**src/rtl/fejkon_pcie_csr.sv**
```systemverilog
// CSR responder for the fejkon mem_access request/response stream.
// Define FEJKON_CSR_STATS_EN to build the write/read counters at 0x08/0x0C.
module fejkon_pcie_csr #(
    parameter logic [31:0] DEVICE_ID = 32'h02010de5,
    parameter logic [31:0] VERSION   = 32'hdeadbeef
) (
    input  logic         clk,
    input  logic         reset_n,
    input  logic [127:0] mem_access_req_data,
    input  logic         mem_access_req_valid,
    output logic         mem_access_req_ready,
    output logic [127:0] mem_access_resp_data,
    output logic         mem_access_resp_valid,
    input  logic         mem_access_resp_ready,
    output logic [7:0]   ctrl_out
);

    logic         resp_valid_q, resp_valid_d;
    logic [127:0] resp_data_q, resp_data_d;
    logic [31:0]  scratch_q, scratch_d;
    logic [7:0]   ctrl_q, ctrl_d;
`ifdef FEJKON_CSR_STATS_EN
    logic [31:0]  wr_cnt_q, wr_cnt_d;
    logic [31:0]  rd_cnt_q, rd_cnt_d;
`endif

    logic         req_wr;
    logic [31:0]  req_wdata;
    logic [23:0]  req_tag;
    logic [31:0]  req_addr;
    logic [31:0]  rdata;
    logic         accept;
    logic         unused_req_bits;

    assign req_wr    = mem_access_req_data[0];
    assign req_wdata = mem_access_req_data[32:1];
    assign req_tag   = mem_access_req_data[24:1];
    assign req_addr  = {mem_access_req_data[62:33], 2'b00};
    assign unused_req_bits = ^mem_access_req_data[127:63];

    // Ready depends only on the buffer state and downstream ready, never on req_valid.
    assign mem_access_req_ready = !resp_valid_q || mem_access_resp_ready;
    assign accept = mem_access_req_valid && mem_access_req_ready;

    always_comb begin
        rdata = 32'hffffffff;
        case (req_addr)
            32'h00: rdata = DEVICE_ID;
            32'h04: rdata = VERSION;
`ifdef FEJKON_CSR_STATS_EN
            32'h08: rdata = wr_cnt_q;
            32'h0c: rdata = rd_cnt_q;
`endif
            32'h80: rdata = scratch_q;
            32'h84: rdata = {24'h0, ctrl_q};
            default: rdata = 32'hffffffff;
        endcase
    end

    always_comb begin
        scratch_d   = scratch_q;
        ctrl_d      = ctrl_q;
        resp_data_d = resp_data_q;
`ifdef FEJKON_CSR_STATS_EN
        wr_cnt_d    = wr_cnt_q;
        rd_cnt_d    = rd_cnt_q;
`endif
        if (accept && !req_wr)
            resp_valid_d = 1'b1;
        else if (mem_access_resp_ready)
            resp_valid_d = 1'b0;
        else
            resp_valid_d = resp_valid_q;

        if (accept) begin
            if (req_wr) begin
                if (req_addr == 32'h80) scratch_d = req_wdata;
                if (req_addr == 32'h84) ctrl_d    = req_wdata[7:0];
`ifdef FEJKON_CSR_STATS_EN
                wr_cnt_d = wr_cnt_q + 32'd1;
`endif
            end else begin
                resp_data_d = {64'h0, rdata, 3'b000, req_addr[6:2], req_tag};
`ifdef FEJKON_CSR_STATS_EN
                rd_cnt_d = rd_cnt_q + 32'd1;
`endif
            end
        end
    end

    always_ff @(posedge clk or negedge reset_n) begin
        if (!reset_n) begin
            resp_valid_q <= 1'b0;
            resp_data_q  <= '0;
            scratch_q    <= 32'hffffffff;
            ctrl_q       <= 8'h00;
`ifdef FEJKON_CSR_STATS_EN
            wr_cnt_q     <= 32'h0;
            rd_cnt_q     <= 32'h0;
`endif
        end else begin
            resp_valid_q <= resp_valid_d;
            resp_data_q  <= resp_data_d;
            scratch_q    <= scratch_d;
            ctrl_q       <= ctrl_d;
`ifdef FEJKON_CSR_STATS_EN
            wr_cnt_q     <= wr_cnt_d;
            rd_cnt_q     <= rd_cnt_d;
`endif
        end
    end

    assign mem_access_resp_valid = resp_valid_q;
    assign mem_access_resp_data  = resp_data_q;
    assign ctrl_out              = ctrl_q;

endmodule

```
**config.mk**
```make
export PLATFORM = sky130hd
export DESIGN_NAME = fejkon_pcie_csr
export DESIGN_NICKNAME = d
export VERILOG_FILES = /design/src/rtl/fejkon_pcie_csr.sv
export SDC_FILE = /design/constraint.sdc
export NUM_CORES = 1
export LEC_CHECK = 0
export CORE_UTILIZATION = 38
export DETAILED_ROUTE_END_ITERATION = 8
export PLACE_DENSITY = 0.8
export SYNTH_ARGS = -nofsm -noshare
export SYNTH_HDL_FRONTEND = slang
export SYNTH_SLANG_ARGS = --single-unit
```
**constraint.sdc**
```tcl
create_clock -name clk -period 1.9 [get_ports clk]
set_input_delay 0.38 -clock clk [delete_from_list [all_inputs] [get_ports clk]]
set_output_delay 0.38 -clock clk [all_outputs]
set_load 0.05 [all_outputs]
```
== Word level (Yosys, flattened, before mapping) ==
Cells that the tools add are included.
Cells by class
  $add $sub $neg: 0
  multipliers: 0
  div/mod/pow operators: 0
  magnitude comparators: 0
  equal/unequal tests: 3
  shift operators: 0
  multiplexer cells: 3
  bitwise logic cells: 1
  reduce and logical (&&, ||, !) cells: 10
Operators by type and width (number)
  $pmux W32 S4: 1
  $eq A30 B6 Y1 const B: 2
  $logic_not A32 Y1: 1
  $eq A30 B1 Y1 const B: 1
  $reduce_and A3 Y1: 2
  $logic_and A1 B1 Y1: 2
  $logic_not A1 Y1: 2
  $mux W1: 2
  $reduce_and A2 Y1: 1
  $reduce_bool A2 Y1: 1
  $logic_or A1 B1 Y1: 1
  $not A1 Y1: 1
Storage, ports and cells
  register bits after elaboration: 102
  latch bits: 0
  memory bits (writable): 0
  bits in read-only memories: 0
  output and inout bits: 138
  memories kept: 0

== Longest topological paths before layout ==
Gate-level depths: netlist (run 1).
  word-level depth: 5
  depth in mapped cells: 7
  mapped depth without buffers: 4

== Worst setup path before layout (run 1) ==
No wires, ideal clock.
  kind: reg2reg
  from: reg resp_valid_q, in the netlist mem_access_resp_valid
  to: reg ctrl_q[0], in the netlist ctrl_out[0]
  library setup time: 0.125 ns
  data arrival time: 2.363 ns
  data required time: 1.775 ns
  setup slack: -0.588 ns
  stages on the path, launching flop included: 6
  path buffers: 1
  period minus slack after synthesis: 2.488 ns
  cell sequence: dfrtp_1 nand2b_1 clkbuf_1 nand3_1 nor4_4 mux2_2
On the way
  word-level cells in the longest chain between the ends: 4
Ends and longest elaborated chain
  start: declaration: RTL line 18  | logic resp_valid_q, resp_valid_d;
  start signal: assignment: RTL line 102  | resp_valid_q <= resp_valid_d;
  $logic_not A1 Y1: RTL line 42  | assign mem_access_req_ready = !resp_valid_q || mem_access_resp_ready;
  $logic_or A1 B1 Y1: RTL line 42
  net mem_access_req_ready: RTL line 11  | output logic mem_access_req_ready,
  $logic_and A1 B1 Y1: RTL line 43  | assign accept = mem_access_req_valid && mem_access_req_ready;
  $reduce_and A3 Y1 (no line)
  end signal: assignment: RTL line 105  | ctrl_q <= ctrl_d;
  end: declaration: RTL line 21  | logic [7:0] ctrl_q, ctrl_d;
The timed path passes the listed nets, and every way through them passes these cells.
A chain may end at the register's enable or synchronous reset.

== Final worst setup path (run 1) ==
  from: in mem_access_req_data[37]
  to: reg scratch_q[3]
On the way
  word-level cells in the longest chain between the ends: 2
Ends and longest elaborated chain
  start: declaration: RTL line 9  | input logic [127:0] mem_access_req_data,
  $eq A30 B6 Y1: RTL line 77  | if (req_addr == 32'h80) scratch_d = req_wdata;
  $reduce_and A3 Y1 (no line)
  end signal: assignment: RTL line 104  | scratch_q <= scratch_d;
  end: declaration: RTL line 20  | logic [31:0] scratch_q, scratch_d;
Every way passes these cells.

==> impl_metrics.json, run 1 <==
{
  "result_of_the_run": "complete, but fails checks",
  "failing_checks": "hold timing",
  "floorplan.initialDensity_pct": 39.0,
  "fmaxAchievable_mhz": 527,
  "critical_path.endpoint_type": "register",
  "rsz0062_at_grt": "true",
  "routedWlPerCell_um": 15.8,
  "finalWirelength_um": 12500,
  "cts_made_buffers": 9,
  "ys_types": 31,
  "global_route_wire_length_before_repair_um": 19400,
  "worst-slew-pin-transition_ns": 0.523,
  "fillers": 1003,
  "cellLeakagePower_nw": 3.20,
  "timing.critical_path.cells": "buf_6 -> or3_4 -> or3_4 -> nor4_4 -> buf_4 -> buf_16 -> mux2_4",
  "overflow": 0,
  "globalRouteMet1Util_pct": 25.4,
  "timing.critical_path.buf_inv": 3,
  "postSynthAreaPerCell_um2": 10.5,
  "drc_marker_count_from_the_first_detailed_route_iteration": 131,
  "avgViaCountPerCell": 4.65,
  "max_cap_violations": 0,
  "num_rows": 40,
  "numClockSinks": 102,
  "post_synth_instance_area_um2": 4710,
  "synth-warning-count": 0,
  "rel_slew_slack_pct": 65.1,
  "layout.cells.non_filler": 792,
  "synth_seq_cells": 102,
  "final.setup_skew_ns": 0.00523,
  "first_global_vias": 3696,
  "route.detailed.drc": 0,
  "crit_path_max_fanout": 7,
  "finalHoldWorstSlack_ns": -0.00868,
  "power_density_nw_per_um2": 806,
  "setup_violating_endpoint_count_in_the_final_report": 0,
  "critical_path.top_delay_family": "simple AND/OR/NAND/NOR gates",
  "gpl.final_weighted_congestion": 0.747,
  "dp.final_hpwl_um": 8580,
  "timing.critical_path.slowest_stage_cell": "or3_4",
  "clk_root_buffer_cell": "clkbuf_16",
  "ctsHoldBuffers": 0,
  "worstSetupStartpointType": "primary input",
  "grt_most_used_layer": "met2",
  "nNetsFinal": 751,
  "vias": 3681,
  "worst-endpoint-required_ns": 2.16,
  "max_stage_delay_ns": 0.38,
  "clkLatencyLatePin_ns": 0.34,
  "htree_num_levels": 3,
  "min_period_over_period_pct": 99.9,
  "floorplan.core_area_um2": 12100,
  "numPortBuffers": 137,
  "clk_pin_slew_worst_paths_ns": 0.07,
  "period_needed_ns": 1.90,
  "r2r_slack_ns": 0.22,
  "cts_tree": "yes",
  "drive_gt1_share_pct": 27.9,
  "initial_antenna_violation_count": 0,
  "postSynthCellCount": 448,
  "met2_usage_pct": 33.8,
  "final-max-slew-violation-count": 0,
  "globalRouteTotalUtil_pct": 19.8,
  "worst-endpoint-arrival_ns": 2.16,
  "gr_util_met3_pct": 4.02,
  "clockBufferDepth": 2,
  "area_delta_synth_final_pct": 46.8,
  "dpl_cells": 762,
  "drt.antenna.violating_nets": 0,
  "crit_path_frequent_cell": "or3_4",
  "critical_path_class": "in2reg",
  "antennaDiodeCount": 0,
  "hp-class": "in2async",
  "die_height_um": 113,
  "io-pin-count": 270,
  "die-width_um": 113,
  "firstDrtPassIters": 4,
  "dieArea_um2": 12800,
  "highest_ir_drop_seen_on_vdd_uv": 438,
  "final-hold-violation-count": 7,
  "synth_sequential_area_ratio_pct": 55.1,
  "grt_start_max_net_pins": 39
}
-- report_power, final --
group          total (mW)  switching [mW]  internal [mW]
combinational        1.26           0.922          0.337
sequential           2.33          0.0532           2.27
clock                1.98           0.817           1.16
total                5.57            1.79           3.78
-- area by class of cell --
class,instances,area [um^2],area share (%)
clock buffers,11,233,3.37
clock inverters,5,83.8,1.21
inverters,4,15.0,0.217
multi-input cells,322,2000,28.9
flip-flops and latches,102,2590,37.5
well taps,168,210,3.04
repair buffers,180,1780,25.7
-- path summary, 6_finish.rpt --
path | end | depth (start not counted) | startpoint
max | scratch_q[3] | 7 | mem_access_req_data[37]
min | mem_access_resp_data[34] | 1 | reset_n
max reg2reg | scratch_q[3] | 6 | mem_access_resp_valid
min reg2reg | mem_access_resp_data[21] | 2 | mem_access_resp_data[21]
max in group asynchronous | scratch_q[23] | 2 | reset_n
min in group clk | mem_access_resp_data[26] | 3 | mem_access_req_data[35]
-- through the flow --
stage	setup TNS [ns]	total power, mW	utilization [%]	worst slack (ns)	area, um^2
floorplan	-7.32	3.27	-	-0.204	5090
global placement	-35.54	3.64	52.2	-0.642	6300
detailed placement	-39.58	3.67	52.2	-0.705	6300
CTS	-0.509	5.62	56.2	-0.0760	6780
global route	-0.342	5.78	57.3	-0.0339	6910
finish	0	5.57	57.3	0.00124	6910
-- worst register-to-register path: stages (launching register included) --
cell and delay, ns:
dfrtp_2 0.40, nand2b_1 0.12, nand3_2 0.15, nor4_4 0.28, buf_4 0.21, buf_16 0.15
mux2_4 0.30
-- repair_timing --
item | CTS | global route
endpoints found under the setup margin | 79 | 68
buffers inserted | 8 | 4
resized for setup | 82 | 64
cloned | 3 | 0
endpoints found under the hold margin | 0 | 0
pin swaps | 10 | 11
-- per-layer routing --
metal	wire, um	part of all wire, %	vias up
li1	-	-	1694
met1	5480	44	1819
met2	6190	50	148
met3	619	5.0	20
met4	193	1.5	0
met5	0	0	-
-- cells by family (layout without fill, tap and decap cells) --
kind of cell / after synthesis / in the layout / share of synthesized area (%)
AO/OA/AOI/OAI: 39 / 39 / 4.94
other: 1 / 67 / 0.0797
buffers and inverters: 90 / 200 / 13.0
flip-flops: 102 / 102 / 55.1
multiplexers: 45 / 45 / 10.6
AND/OR/NAND/NOR: 171 / 171 / 16.3
-- cell usage after synthesis, drive strengths merged --
| master | instances | share of area, % |
|---|---|---|
| nand2 | 106 | 8.5 |
| buf | 70 | 11 |
| dfrtp | 70 | 37 |
| mux2 | 40 | 9.6 |
| dfstp | 32 | 18 |
| nor2 | 30 | 2.4 |
| a21oi | 29 | 3.1 |
| clkbuf | 16 | 1.3 |
| nor4 | 12 | 2.2 |
| mux2i | 5 | 1.1 |
| o22a | 5 | 0.93 |
| and2 | 4 | 0.53 |
| inv | 4 | 0.32 |
| nand3 | 4 | 0.43 |
| nand4 | 3 | 0.40 |
| nor3 | 3 | 0.32 |
| o32a | 3 | 0.64 |
| nand2b | 2 | 0.27 |
| or3 | 2 | 0.37 |
| a31oi | 1 | 0.13 |
| and4 | 1 | 0.19 |
| and4b | 1 | 0.21 |
| conb | 1 | 0.080 |
| nand3b | 1 | 0.16 |
| nand4b | 1 | 0.19 |
| nor2b | 1 | 0.13 |
| o21bai | 1 | 0.16 |
-- registers in the layout, indices dropped and copies added (netlist names) --
name	flops
ctrl_out	8
mem_access_resp_data	61
mem_access_resp_valid	1
scratch_q	32
-- cells in the final DEF (no fill, tap or decap), drive strengths merged, types with 2 or more instances in the layout --
cell and instances:
and2 4, nor3 3, a21oi 29, nand2b 2
o32a 3, o22a 5, conb 67, dlygate4sd2 26
clkbuf 16, or3 2, bufinv 2, buf 68
dfrtp 70, nand4 3, clkdlybuf4s50 44, mux2 40
nand2 106, dfstp 32, mux2i 5, nor4 12
nor2 30, dlymetal6s2s 28, clkdlybuf4s15 9, nand3 4
inv 5
(Power assumes the default switching activity.)
==> run 2: changes to the inputs <==
--- a/config.mk
+++ b/config.mk
@@ -5,9 +5,12 @@
 export SDC_FILE = /design/constraint.sdc
 export NUM_CORES = 1
 export LEC_CHECK = 0
-export CORE_UTILIZATION = 38
+export ABC_CLOCK_PERIOD_IN_PS = 1900
+export CORE_AREA = 2 2 103 105
 export DETAILED_ROUTE_END_ITERATION = 8
-export PLACE_DENSITY = 0.8
+export DIE_AREA = 0 0 105 107
+export DONT_BUFFER_PORTS = 1
+export SKIP_CTS_REPAIR_TIMING = 1
 export SYNTH_ARGS = -nofsm -noshare
 export SYNTH_HDL_FRONTEND = slang
 export SYNTH_SLANG_ARGS = --single-unit
==> run 2 against run 1 <==
Effect of this change: register-to-register slack worse by 0.06 ns; final area is 27% lower; first-iteration DRC count is 3.1% lower; clock skew is 0.0019 ns higher; critical path type is now reg2reg; the run still ends with hold timing left; setup slack better by 0.16 ns; largest power group unchanged.
==> impl_metrics.json, run 2 (synthesis gave the netlist of run 1 again) <==
{
  "result_of_the_run": "complete, but fails checks",
  "failing_checks": "hold timing",
  "io-pin-count": 270,
  "numClockSinks": 102,
  "first_global_vias": 2935,
  "critical_path_class": "reg2reg",
  "clk_root_buffer_cell": "clkbuf_8",
  "cts_made_buffers": 9,
  "initial_antenna_violation_count": 1,
  "drc_marker_count_from_the_first_detailed_route_iteration": 127,
  "flip_flop_count_of_the_largest_register_all_copies_and_words_added": 61,
  "drt.antenna.violating_nets": 0,
  "min_period_over_period_pct": 91.7,
  "critical_path.endpoint_type": "register",
  "die_height_um": 107,
  "hp-class": "in2async",
  "worst-endpoint-arrival_ns": 2.03,
  "total_power_mw": 4.61,
  "area_delta_synth_final_pct": 7.68,
  "worstSetupStartpointType": "register",
  "fillers": 914,
  "commonest_non_fill_non_tap_cell_in_the_layout": "nand2_1",
  "fmaxAchievable_mhz": 574,
  "globalRouteTotalUtil_pct": 18.8,
  "final-max-slew-violation-count": 0,
  "dieArea_um2": 11200,
  "final.setup_skew_ns": 0.00712,
  "max_cap_violations": 0,
  "route.detailed.drc": 0,
  "global_route_wire_length_before_repair_um": 16200,
  "ff2ff_path_depth": 6,
  "clkLatencyLatePin_ns": 0.36,
  "die-width_um": 105,
  "worst-slew-pin-transition_ns": 0.553,
  "clockBufferDepth": 2,
  "gpl.final_weighted_congestion": 0.760,
  "num_rows": 37,
  "final-hold-violation-count": 102,
  "period_needed_ns": 1.74,
  "floorplan.core_area_um2": 10100,
  "r2r-end": "mem_access_resp_data[56]",
  "clk_pin_slew_worst_paths_ns": 0.10,
  "rel_slew_slack_pct": 63.1,
  "worst-endpoint-required_ns": 2.18,
  "nNetsFinal": 594,
  "rsz0062_at_grt": "false",
  "overflow": 0,
  "r2r_slack_ns": 0.16,
  "cellLeakagePower_nw": 2.22,
  "numPortBuffers": 0,
  "layout.cells.most_common_list": "nand2_1 (106), dfrtp_1 (69), conb_1 (67)",
  "avgViaCountPerCell": 5.05,
  "floorplan.initialDensity_pct": 46.6,
  "reg2reg_from": "mem_access_resp_valid",
  "finalWirelength_um": 10500,
  "crit_path_max_fanout": 48,
  "power_density_nw_per_um2": 910,
  "grt_start_max_net_pins": 103,
  "critical_path.startpoint": "mem_access_resp_valid",
  "htree_num_levels": 3,
  "finalHoldWorstSlack_ns": -0.299,
  "setup_violating_endpoint_count_in_the_final_report": 0,
  "cts_tree": "yes",
  "routedWlPerCell_um": 17.5,
  "dp.final_hpwl_um": 7300,
  "firstDrtPassIters": 4,
  "drive_gt1_share_pct": 26.6,
  "highest_ir_drop_seen_on_vdd_uv": 504,
  "vias": 3049
}
==> run 2: changes by cell type in the layout (fill, tap and decap cells not counted), sizes merged, moves of 2 or more <==
cell / before / now
buf: 68 / 23
clkbuf: 16 / 10
clkdlybuf4s15: 9 / 0
clkdlybuf4s50: 44 / 0
clkinvlp: 1 / 3
dlygate4sd2: 26 / 0
dlymetal6s2s: 28 / 0
==> run 2: critical path, cell delays in order (launching register included) <==
cell and delay (ns):
dfrtp_2 0.45, nand2b_1 0.13, buf_4 0.15, and2_2 0.19, buf_4 0.47, nor2_1 0.10, a21oi_1 0.15
==> run 2: where the power goes <==
part           internal (mW)  switching, mW
clock network          0.652          0.768
logic                 0.0799          0.421
registers               2.27          0.427
total                   3.00           1.62
==> run 2: cell type report <==
cell class                      count  area [um^2]  area share, %
Antenna cell                        1         2.50         0.0494
Sequential cell                   102         2590           51.2
Multi-Input combinational cell    322         1880           37.2
Inverter                            4         15.0          0.296
Clock inverter                      6         68.8           1.36
Timing Repair Buffer               23          198           3.90
Tap cell                          136          170           3.36
Clock buffer                       10          138           2.72
==> run 2: worst max-delay path by stage <==
| stage | depth (start not counted) | endpoint | slack, ns |
|---|---|---|---|
| after global routing | 6 | mem_access_resp_data[44] | 0.01 |
| after floorplan | 6 | scratch_q[16] | -0.20 |
| after CTS | 6 | mem_access_resp_data[44] | 0.15 |
| final | 6 | mem_access_resp_data[56] | 0.16 |
| after global placement | 5 | scratch_q[5] | -0.16 |
| after detailed placement | 5 | scratch_q[0] | -0.16 |
==> run 2: through the flow <==
step	std cells	setup TNS (ns)	instance area (um^2)	util [%]	worst slack, ns
2_1_floorplan	514	-7.32	5090	-	-0.204
3_3_place_gp	587	-5.47	4860	48.2	-0.160
3_5_place_dp	587	-5.48	4860	48.2	-0.162
4_1_cts	603	0	5070	50.2	0.151
5_1_grt	603	0	5070	50.2	0.0128
6_report	604	0	5070	50.2	0.158
==> run 2: routing by layer <==
| metal | GRT usage [%] | share of wire, % |
|---|---|---|
| met1 | 24.3 | 42 |
| met2 | 29.7 | 48 |
| met3 | 5.41 | 8.7 |
| met4 | 8.29 | 2.0 |
| met5 | 0 | 0 |
==> run 3: changes to the inputs <==
--- a/config.mk
+++ b/config.mk
@@ -6,9 +6,8 @@
 export NUM_CORES = 1
 export LEC_CHECK = 0
 export ABC_CLOCK_PERIOD_IN_PS = 1900
-export CORE_AREA = 2 2 103 105
+export CORE_UTILIZATION = 43
 export DETAILED_ROUTE_END_ITERATION = 8
-export DIE_AREA = 0 0 105 107
 export DONT_BUFFER_PORTS = 1
 export SKIP_CTS_REPAIR_TIMING = 1
 export SYNTH_ARGS = -nofsm -noshare
==> run 3 against run 2 <==
Effect of this change: the flow still finishes with violations (hold timing); sequential cell count unchanged; power rose by 2.9%; non-clock buffer count unchanged; largest power group unchanged.
==> impl_metrics.json, run 3 (synthesis gave the netlist of run 1 again) <==
{
  "dieArea_um2": 11400,
  "placed_area_um2": 4870,
  "worstSetupStartpointType": "register",
  "drive_gt1_share_pct": 26.3,
  "layout.cell_area.non_filler_um2": 5110,
  "critical_path.top_delay_family": "simple AND/OR/NAND/NOR gates",
  "overflow": 0,
  "final-hold-violation-count": 102,
  "commonest_non_fill_non_tap_cell_in_the_layout": "nand2_1",
  "antennaDiodeCount": 0,
  "htree_num_levels": 3,
  "floorplan.initialDensity_pct": 45.0,
  "setup_violating_endpoint_count_in_the_final_report": 0,
  "clkLatencyLatePin_ns": 0.37,
  "worst-slew-pin-transition_ns": 0.540,
  "fillers": 946,
  "fmaxAchievable_mhz": 563,
  "die_height_um": 107,
  "result_of_the_run": "complete, but fails checks",
  "avgViaCountPerCell": 4.91,
  "area_delta_synth_final_pct": 8.51,
  "numClockSinks": 102,
  "first_global_vias": 2933,
  "failing_checks": "hold timing",
  "rel_slew_slack_pct": 64.0,
  "period_needed_ns": 1.78,
  "cellLeakagePower_nw": 2.25,
  "highest_ir_drop_seen_on_vdd_uv": 485,
  "finish.utilization_pct": 48.8,
  "global_route_wire_length_before_repair_um": 15700,
  "flip_flop_count_of_the_largest_register_all_copies_and_words_added": 61,
  "crit_path_max_fanout": 11,
  "route.detailed.drc": 0,
  "floorplan.core_area_um2": 10500,
  "die-width_um": 107,
  "timing.critical_path.buf_inv": 1,
  "drt.antenna.violating_nets": 0,
  "vias": 2961,
  "rsz0062_at_grt": "false",
  "final-max-slew-violation-count": 0,
  "min_period_over_period_pct": 93.5,
  "numPortBuffers": 0,
  "io-pin-count": 270,
  "max_cap_violations": 0,
  "nNetsFinal": 594,
  "cts_made_buffers": 9,
  "globalRouteTotalUtil_pct": 18.5,
  "routedWlPerCell_um": 17.1,
  "clk_root_buffer_cell": "clkbuf_8",
  "dp.final_hpwl_um": 7170,
  "timing.critical_path.slowest_stage_cell": "dfrtp_2",
  "clockBufferDepth": 2,
  "critical_path_class": "reg2reg",
  "grt_start_max_net_pins": 103,
  "gpl.final_weighted_congestion": 0.692,
  "finalWirelength_um": 10300,
  "worst-endpoint-arrival_ns": 2.03,
  "drc_marker_count_from_the_first_detailed_route_iteration": 159,
  "hp-class": "in2async",
  "final.setup_skew_ns": 0.0115,
  "initial_antenna_violation_count": 0,
  "clk_pin_slew_worst_paths_ns": 0.10,
  "power_density_nw_per_um2": 930,
  "worst-endpoint-required_ns": 2.16,
  "firstDrtPassIters": 4,
  "num_rows": 37,
  "max_stage_delay_ns": 0.41,
  "finalHoldWorstSlack_ns": -0.307,
  "layout.cells.most_common_list": "nand2_1 (106), dfrtp_1 (69), conb_1 (67)",
  "timing.critical_path.cells": "nand2b_1 -> buf_4 -> and2_2 -> nand4_1 -> o32a_1",
  "total_power_mw": 4.75,
  "critical_path.endpoint_type": "register",
  "cts_tree": "yes"
}
-- run 3: per-layer routing --
metal,share of wire [%],global-route usage (%),wire length (um),up-vias
met4,1.6,7.34,165,0
met5,0,0,0,-
met1,42,23.1,4300,1435
li1,-,-,-,1375
met2,49,30.4,5090,136
met3,7.3,5.29,752,15
-- run 3: layout make-up --
class | instances | area (um^2) | share of cell area (%)
clock buffer | 11 | 141 | 2.77
tap | 136 | 170 | 3.33
multi-input combinational | 322 | 1880 | 36.9
inverter | 4 | 15.0 | 0.294
clock inverter | 5 | 93.8 | 1.84
sequential | 102 | 2590 | 50.8
timing repair buffer | 23 | 210 | 4.12
-- run 3: report_power, final --
part | internal (mW) | total (mW) | switching, mW
sequential | 2.27 | 2.69 | 0.421
combinational | 0.0816 | 0.501 | 0.420
clock | 0.795 | 1.56 | 0.764
-- run 3: final timing paths --
path	start	to	slack, ns	cells after the start
max	mem_access_resp_valid	mem_access_resp_data[35]	0.12	5
max reg2reg	mem_access_resp_valid	mem_access_resp_data[35]	0.12	5
min in group clk	mem_access_req_data[21]	mem_access_resp_data[20]	0.11	2
min reg2reg	scratch_q[15]	mem_access_resp_data[47]	0.51	2
min	reset_n	mem_access_resp_data[59]	-0.31	0
max in group asynchronous	reset_n	scratch_q[2]	1.94	0
-- run 3: stage by stage --
| step | instances | worst slack (ns) | TNS [ns] |
|---|---|---|---|
| finish | 603 | 0.124 | 0 |
| global route | 603 | 0.0209 | 0 |
| CTS | 603 | 0.124 | 0 |
| detailed placement | 587 | -0.234 | -7.18 |
| global placement | 587 | -0.218 | -7.04 |
| floorplan | 514 | -0.204 | -7.32 |
